--- src/rtl/hazard_stall_ctl_if.sv ---
// Pipeline-side hazard fields in, stage enable/hold controls and perf counters out.
// master = pipeline driving hazard sources; slave = stall controller.
interface hazard_stall_ctl_if #(
    parameter int CNT_W = 16
);
    logic [2:0]       id_rs;
    logic [2:0]       id_rt;
    logic             id_uses_rs;
    logic             id_uses_rt;
    logic [2:0]       ex_rd;
    logic             ex_memtoreg;
    logic             ex_regwrite;
    logic             br_taken;
    logic             imem_stall;
    logic             dmem_stall;
    logic             dmem_done;
    logic             wb_halt;

    logic             pc_en;
    logic             ifid_en;
    logic             ifid_flush;
    logic             idex_en;
    logic             idex_hold;
    logic             exmem_hold;
    logic             memwb_hold;
    logic             halted;
    logic             mem_timeout;
    logic [CNT_W-1:0] stall_cnt;
    logic [CNT_W-1:0] bubble_cnt;

    modport master (
        output id_rs, id_rt, id_uses_rs, id_uses_rt, ex_rd, ex_memtoreg, ex_regwrite,
               br_taken, imem_stall, dmem_stall, dmem_done, wb_halt,
        input  pc_en, ifid_en, ifid_flush, idex_en, idex_hold, exmem_hold, memwb_hold,
               halted, mem_timeout, stall_cnt, bubble_cnt
    );

    modport slave (
        input  id_rs, id_rt, id_uses_rs, id_uses_rt, ex_rd, ex_memtoreg, ex_regwrite,
               br_taken, imem_stall, dmem_stall, dmem_done, wb_halt,
        output pc_en, ifid_en, ifid_flush, idex_en, idex_hold, exmem_hold, memwb_hold,
               halted, mem_timeout, stall_cnt, bubble_cnt
    );
endinterface

--- src/rtl/hazard_stall_ctl.sv ---
// Stall/flush controller: Mealy stage controls from load-use, branch, I/D-cache miss and halt.
// Whole pipe freezes while the D-cache misses; saturating stall/bubble counters and a sticky wait timeout.
module hazard_stall_ctl #(
    parameter int CNT_W   = 16,
    parameter int TIMEOUT = 64
) (
    input logic               clk,
    input logic               rst,
    hazard_stall_ctl_if.slave bus
);
    localparam int WAIT_W = $clog2(TIMEOUT + 1);

    typedef enum logic [1:0] {RUN, MEM_WAIT, HALTED} state_t;

    state_t             state;
    state_t             state_nxt;
    logic [WAIT_W-1:0]  wait_cnt;
    logic [CNT_W-1:0]   stall_cnt_q;
    logic [CNT_W-1:0]   bubble_cnt_q;
    logic               mem_timeout_q;

    logic               load_use;
    logic               freeze;
    logic               halt_now;
    logic               bubble_inc;
    logic               pc_en;
    logic               ifid_en;
    logic               ifid_flush;
    logic               idex_en;
    logic               hold;
    logic               halted;

    always_comb begin
        load_use = bus.ex_memtoreg & bus.ex_regwrite &
                   ((bus.id_uses_rs & (bus.id_rs == bus.ex_rd)) |
                    (bus.id_uses_rt & (bus.id_rt == bus.ex_rd)));
        // The completing cycle is not frozen, so a miss of N busy cycles costs exactly N.
        freeze   = (state != HALTED) && !bus.dmem_done &&
                   ((state == MEM_WAIT) || bus.dmem_stall);
        halt_now = (state == HALTED) || (bus.wb_halt && !freeze);
    end

    always_comb begin
        state_nxt = state;
        case (state)
            RUN: begin
                if (halt_now)
                    state_nxt = HALTED;
                else if (bus.dmem_stall && !bus.dmem_done)
                    state_nxt = MEM_WAIT;
            end
            MEM_WAIT: begin
                if (halt_now)
                    state_nxt = HALTED;
                else if (bus.dmem_done)
                    state_nxt = RUN;
            end
            HALTED:  state_nxt = HALTED;
            default: state_nxt = RUN;
        endcase
    end

    always_comb begin
        pc_en      = 1'b0;
        ifid_en    = 1'b0;
        ifid_flush = 1'b0;
        idex_en    = 1'b0;
        hold       = 1'b0;
        halted     = 1'b0;
        bubble_inc = 1'b0;
        if (rst) begin
            pc_en = 1'b0;
        end else if (halt_now) begin
            hold   = 1'b1;
            halted = 1'b1;
        end else if (freeze) begin
            // EX is held, so a pending br_taken survives and is serviced after the freeze.
            hold    = 1'b1;
            idex_en = 1'b1;
        end else if (bus.br_taken) begin
            pc_en      = 1'b1;
            ifid_en    = 1'b1;
            ifid_flush = 1'b1;
        end else if (load_use) begin
            bubble_inc = 1'b1;
        end else if (bus.imem_stall) begin
            ifid_en    = 1'b1;
            ifid_flush = 1'b1;
            idex_en    = 1'b1;
        end else begin
            pc_en   = 1'b1;
            ifid_en = 1'b1;
            idex_en = 1'b1;
        end
    end

    always_ff @(posedge clk) begin
        if (rst) begin
            state         <= RUN;
            wait_cnt      <= '0;
            stall_cnt_q   <= '0;
            bubble_cnt_q  <= '0;
            mem_timeout_q <= 1'b0;
        end else begin
            state <= state_nxt;
            if (freeze && (stall_cnt_q != {CNT_W{1'b1}}))
                stall_cnt_q <= stall_cnt_q + 1'b1;
            if (bubble_inc && (bubble_cnt_q != {CNT_W{1'b1}}))
                bubble_cnt_q <= bubble_cnt_q + 1'b1;
            if ((state != MEM_WAIT) && (state_nxt == MEM_WAIT))
                wait_cnt <= '0;
            else if ((state == MEM_WAIT) && (wait_cnt != WAIT_W'(TIMEOUT)))
                wait_cnt <= wait_cnt + 1'b1;
            if ((state == MEM_WAIT) && (wait_cnt == WAIT_W'(TIMEOUT - 1)))
                mem_timeout_q <= 1'b1;
        end
    end

    assign bus.pc_en       = pc_en;
    assign bus.ifid_en     = ifid_en;
    assign bus.ifid_flush  = ifid_flush;
    assign bus.idex_en     = idex_en;
    assign bus.idex_hold   = hold;
    assign bus.exmem_hold  = hold;
    assign bus.memwb_hold  = hold;
    assign bus.halted      = halted;
    assign bus.mem_timeout = mem_timeout_q;
    assign bus.stall_cnt   = stall_cnt_q;
    assign bus.bubble_cnt  = bubble_cnt_q;
endmodule
--- src/flat_wrapper.sv ---
// flat-port wrapper written by rule: the top's interface ports become plain ports
module hazard_stall_ctl_flat 
#(
    parameter int CNT_W   = 16,
    parameter int TIMEOUT = 64
)
  (clk, rst, bus_id_rs, bus_id_rt, bus_id_uses_rs, bus_id_uses_rt, bus_ex_rd, bus_ex_memtoreg, bus_ex_regwrite, bus_br_taken, bus_imem_stall, bus_dmem_stall, bus_dmem_done, bus_wb_halt, bus_pc_en, bus_ifid_en, bus_ifid_flush, bus_idex_en, bus_idex_hold, bus_exmem_hold, bus_memwb_hold, bus_halted, bus_mem_timeout, bus_stall_cnt, bus_bubble_cnt);
  hazard_stall_ctl_if #(.CNT_W(CNT_W)) bus_i ();
  input logic clk;
  input logic rst;
  input wire logic [$bits(bus_i.id_rs)-1:0] bus_id_rs;
  input wire logic [$bits(bus_i.id_rt)-1:0] bus_id_rt;
  input wire logic [$bits(bus_i.id_uses_rs)-1:0] bus_id_uses_rs;
  input wire logic [$bits(bus_i.id_uses_rt)-1:0] bus_id_uses_rt;
  input wire logic [$bits(bus_i.ex_rd)-1:0] bus_ex_rd;
  input wire logic [$bits(bus_i.ex_memtoreg)-1:0] bus_ex_memtoreg;
  input wire logic [$bits(bus_i.ex_regwrite)-1:0] bus_ex_regwrite;
  input wire logic [$bits(bus_i.br_taken)-1:0] bus_br_taken;
  input wire logic [$bits(bus_i.imem_stall)-1:0] bus_imem_stall;
  input wire logic [$bits(bus_i.dmem_stall)-1:0] bus_dmem_stall;
  input wire logic [$bits(bus_i.dmem_done)-1:0] bus_dmem_done;
  input wire logic [$bits(bus_i.wb_halt)-1:0] bus_wb_halt;
  output wire logic [$bits(bus_i.pc_en)-1:0] bus_pc_en;
  output wire logic [$bits(bus_i.ifid_en)-1:0] bus_ifid_en;
  output wire logic [$bits(bus_i.ifid_flush)-1:0] bus_ifid_flush;
  output wire logic [$bits(bus_i.idex_en)-1:0] bus_idex_en;
  output wire logic [$bits(bus_i.idex_hold)-1:0] bus_idex_hold;
  output wire logic [$bits(bus_i.exmem_hold)-1:0] bus_exmem_hold;
  output wire logic [$bits(bus_i.memwb_hold)-1:0] bus_memwb_hold;
  output wire logic [$bits(bus_i.halted)-1:0] bus_halted;
  output wire logic [$bits(bus_i.mem_timeout)-1:0] bus_mem_timeout;
  output wire logic [$bits(bus_i.stall_cnt)-1:0] bus_stall_cnt;
  output wire logic [$bits(bus_i.bubble_cnt)-1:0] bus_bubble_cnt;
  assign bus_i.id_rs = bus_id_rs;
  assign bus_i.id_rt = bus_id_rt;
  assign bus_i.id_uses_rs = bus_id_uses_rs;
  assign bus_i.id_uses_rt = bus_id_uses_rt;
  assign bus_i.ex_rd = bus_ex_rd;
  assign bus_i.ex_memtoreg = bus_ex_memtoreg;
  assign bus_i.ex_regwrite = bus_ex_regwrite;
  assign bus_i.br_taken = bus_br_taken;
  assign bus_i.imem_stall = bus_imem_stall;
  assign bus_i.dmem_stall = bus_dmem_stall;
  assign bus_i.dmem_done = bus_dmem_done;
  assign bus_i.wb_halt = bus_wb_halt;
  assign bus_pc_en = bus_i.pc_en;
  assign bus_ifid_en = bus_i.ifid_en;
  assign bus_ifid_flush = bus_i.ifid_flush;
  assign bus_idex_en = bus_i.idex_en;
  assign bus_idex_hold = bus_i.idex_hold;
  assign bus_exmem_hold = bus_i.exmem_hold;
  assign bus_memwb_hold = bus_i.memwb_hold;
  assign bus_halted = bus_i.halted;
  assign bus_mem_timeout = bus_i.mem_timeout;
  assign bus_stall_cnt = bus_i.stall_cnt;
  assign bus_bubble_cnt = bus_i.bubble_cnt;
  hazard_stall_ctl #(.CNT_W(CNT_W), .TIMEOUT(TIMEOUT)) u_core (.clk(clk), .rst(rst), .bus(bus_i));
endmodule
--- config.mk ---
export PLATFORM = sky130hd
export DESIGN_NAME = hazard_stall_ctl_flat
export DESIGN_NICKNAME = d
export VERILOG_FILES = /design/src/rtl/hazard_stall_ctl_if.sv /design/src/rtl/hazard_stall_ctl.sv /design/src/flat_wrapper.sv
export SDC_FILE = /design/constraint.sdc
export NUM_CORES = 1
export LEC_CHECK = 0
export CORE_MARGIN = 4
export CORE_UTILIZATION = 30
export CTS_CLUSTER_SIZE = 8
export DETAILED_ROUTE_END_ITERATION = 10
export PLACE_DENSITY = 0.53
export SYNTH_ARGS = -nofsm -noshare
export SYNTH_HDL_FRONTEND = slang
export SYNTH_SLANG_ARGS = --single-unit
--- constraint.sdc ---
create_clock -name clk -period 2.4 [get_ports clk]
set_input_delay 0.36 -clock clk [delete_from_list [all_inputs] [get_ports clk]]
set_output_delay 0.36 -clock clk [all_outputs]
set_load 0.005 [all_outputs]
==> metrics.csv <==
stage;metric;value;unit
outcome;status;finished clean;
yosys;synth_top_flop_cell;dfxtp_1;
yosys;synth_nets;310;
yosys;synthArstFlopShare;0;
floorplan;die_y;96.50;um
setup_path;cpPeakStageDelay;270;ps
setup_path;cp.arrival;1960;ps
setup_path;timing.rr.start;u_core.state[1]$_SDFF_PP0_;
layout;drive_gt1_frac;0.1555;
yosys;synth_top_area_cell;dfxtp_1;
yosys;ys_types;45;
yosys;synth_seq_area_share;0.3578;
cts;clockBufferDepth;2;
cts;cts_tree;done;
placement;dpl.hpwl;4897;um
detailed_routing;vias;2467;
detailed_routing;wl_per_cell;14.07;um
setup_path;r2r-end;u_core.bus.bubble_cnt[7]$_SDFFE_PP0P_;
run;drv_cap;0;
setup_path;path_buf_inv;4;
sta;fmax;431.3;MHz
setup_path;cp_slowest_cell;o211ai_1;
floorplan;io_pins;61;
global_route;grt_pass1_wl;10950;um
setup_path;crit_top_cell;buf_4;
sta;period_needed;2319;ps
cts;cts_hold_buf;0;
sta;rsz0062_at_grt;no;
global_route;antenna_found_initial;0;
floorplan;die_w;96.50;um
min_path;min-delay-path-class;reg -> reg;
setup_path;path_cells;dlygate4sd2_1 -> xnor2_1 -> and4_1 -> o211ai_1 -> buf_4 -> buf_4 -> nand2_1 -> a211oi_2 -> buf_2;
floorplan;dieArea;9312;um^2
global_route;gr-total-overflow;0;
sta;setup_violations;0;
layout;area_growth;43.29;%
cts;cts-root-buf;clkbuf_8;
min_path;hold_depth;1;
sta;relSlewSlack;0.6952;
detailed_routing;drc;0;
setup_path;worstSetupPathType;in -> out;
setup_path;worstSetupEndpointType;output pin;
yosys;synth.avg_cell_area;8.216;um^2
yosys;yosysMostFrequentCell;dfxtp_1;
setup_path;r2r_cells;5;
pwr;power;1442;uW
sta;finClkSkew;5.027;ps
pwr;vdd_drop_max;0.2541;mV
floorplan;fp.coreArea;7687;um^2
cts;numCtsBuffers;5;
detailed_routing;drtPass1Iterations;4;
setup_path;critPathLaunchType;input port;
layout;antenna_cells;0;
sta;drv_slew;0;
floorplan;rows;32;
yosys;ys_warn_count;0;
cts;path_clk_slew;80;ps
pwr;power.density;428.2;nW/um^2
yosys;syn_inst;286;
global_route;grt_pass1_vias;2300;
detailed_routing;drtIter0Drc;114;
yosys;synth.top_cell.area_share;0.3578;
layout;final_nets;396;
placement;port_buffers;60;
detailed_routing;postRouteAntennaNets;0;
min_path;whs_endpoint;u_core.state[0]$_SDFF_PP0_;
yosys;synth-edff-count;0;
pwr;p_leak;0.001154;uW
sta;tightest_slew;453.6;ps
setup_path;cp_max_fo;2;
min_path;min_from;u_core.state[1]$_SDFF_PP0_;
sta;final_min_period_over_clock_period;0.9661;
setup_path;rrSetupSlack;200;ps
yosys;synth_common_cells;42 x dfxtp_1, 27 x a21oi_1, 20 x nor2_1;
yosys;synth_seq_cells;42;
global_route;grt_max_degree;25;
detailed_routing;totalWireLength;6682;um
sta;finalHoldViolations;0;
cts;clock_latency;290;ps
setup_path;cp.depth;9;
placement;gp_congestion;0.7792;
setup_path;required;2040;ps
detailed_routing;viasPerCell;5.194;
cts;clock_sinks;42;
sta;fin_hold_ws;460.6;ps
yosys;syn_area;2350;um^2
setup_path;crit_family;buffers and inverters;
floorplan;start_util;0.3057;
global_route;gr-usage-all-layers;0.1483;
yosys;yosys-top-cells-area;dfxtp_1 36%, a21oi_1 5.8%, or4_1 4.5%;
cts;htree_num_levels;2;
[worst reg2reg max path: stages, from the launching register on]
cell     delay, ps
dfxtp_2        360
and2b_2        260
o21a_1         210
or3_4          510
nor4_1         390
mux2_1         350
[power breakdown]
part           internal (uW)  leakage [uW]  switching [uW]
Clock                    312     0.0000524             242
Combinational           95.1      0.000762            83.9
Sequential               702      0.000339            6.76
[flip-flops by register name, summed over array words and instances, names as in the netlist]
name,count
u_core.bus.stall_cnt,16
u_core.bus.bubble_cnt,16
u_core.wait_cnt,7
u_core.state,2
u_core.bus.mem_timeout,1
[stage by stage]
step	area, um^2	util	setup slack, ps	TNS, ps	std cells
floorplan	2350	-	357.3	0	286
finish	3367	0.4380	81.47	0	475
CTS	3339	0.4344	8.286	0	473
global route	3367	0.4380	15.21	0	475
global placement	3202	0.4165	-418.9	-2114	460
detailed placement	3202	0.4165	-411.9	-2051	460
[final cells by class]
class	count	area, um^2
fill	791	4320
multi-input combinational	216	1411
sequential	42	842.1
timing repair buffer	93	827.0
tap	102	127.6
clock buffer	7	76.32
inverter	14	52.55
clock inverter	1	30.03
[cells by family after synthesis]
family	synth area share
compound gates	0.1731
xor+xnor	0.03728
fa+ha+maj	0.02556
buf+inv	0.05271
flops	0.3578
mux	0.02875
simple gates	0.3248
[repair_timing]
item	CTS	global route
gates resized for setup	25	6
buffers inserted	5	2
hold endpoints to repair	0	0
setup endpoints to repair	5	7
pin swaps	8	6
cloned	0	0
[per-layer routing]
layer / vias to the layer above / global-route usage / share of wire
met1: 1161 / 0.1951 / 0.46
met4: 0 / 0.04322 / 0.016
met5: - / 0 / 0
li1: 1251 / - / -
met2: 47 / 0.2437 / 0.48
met3: 8 / 0.03176 / 0.042
[cells in the final DEF, fill, tap and decap left out, drive strengths merged, types with 2 or more instances in the layout]
cell and instances:
xnor2 8, nand4 9, or4b 2, or4 14
and4 6, dlygate4sd2 9, a31oi 3, o211ai 2
nor2 20, or2 2, nand3 17, o21ai 8
xor2 2, a21oi 27, ha 4, clkdlybuf4s50 46
inv 14, o31ai 12, nor2b 7, nor4 11
dlymetal6s2s 2, mux2 6, dfxtp 42, buf 36
or3 10, and3 4, o41ai 5, clkbuf 7
nor3 6, o21a 4, nor3b 3, nand2 15
[worst max-delay path by stage]
stage / from / endpoint / slack [ps]
2_1_floorplan: u_core.state[1]$_SDFF_PP0_ / u_core.bus.bubble_cnt[9]$_SDFFE_PP0P_ / 360
3_3_place_gp: bus_ex_rd[0] / bus_idex_en / -420
3_5_place_dp: bus_ex_rd[0] / bus_idex_en / -410
4_1_cts: bus_id_rt[0] / bus_idex_en / 8
5_1_grt: bus_ex_rd[1] / bus_idex_en / 20
6_report: bus_ex_rd[0] / bus_idex_en / 80
Power figures use the tool's default switching activity.
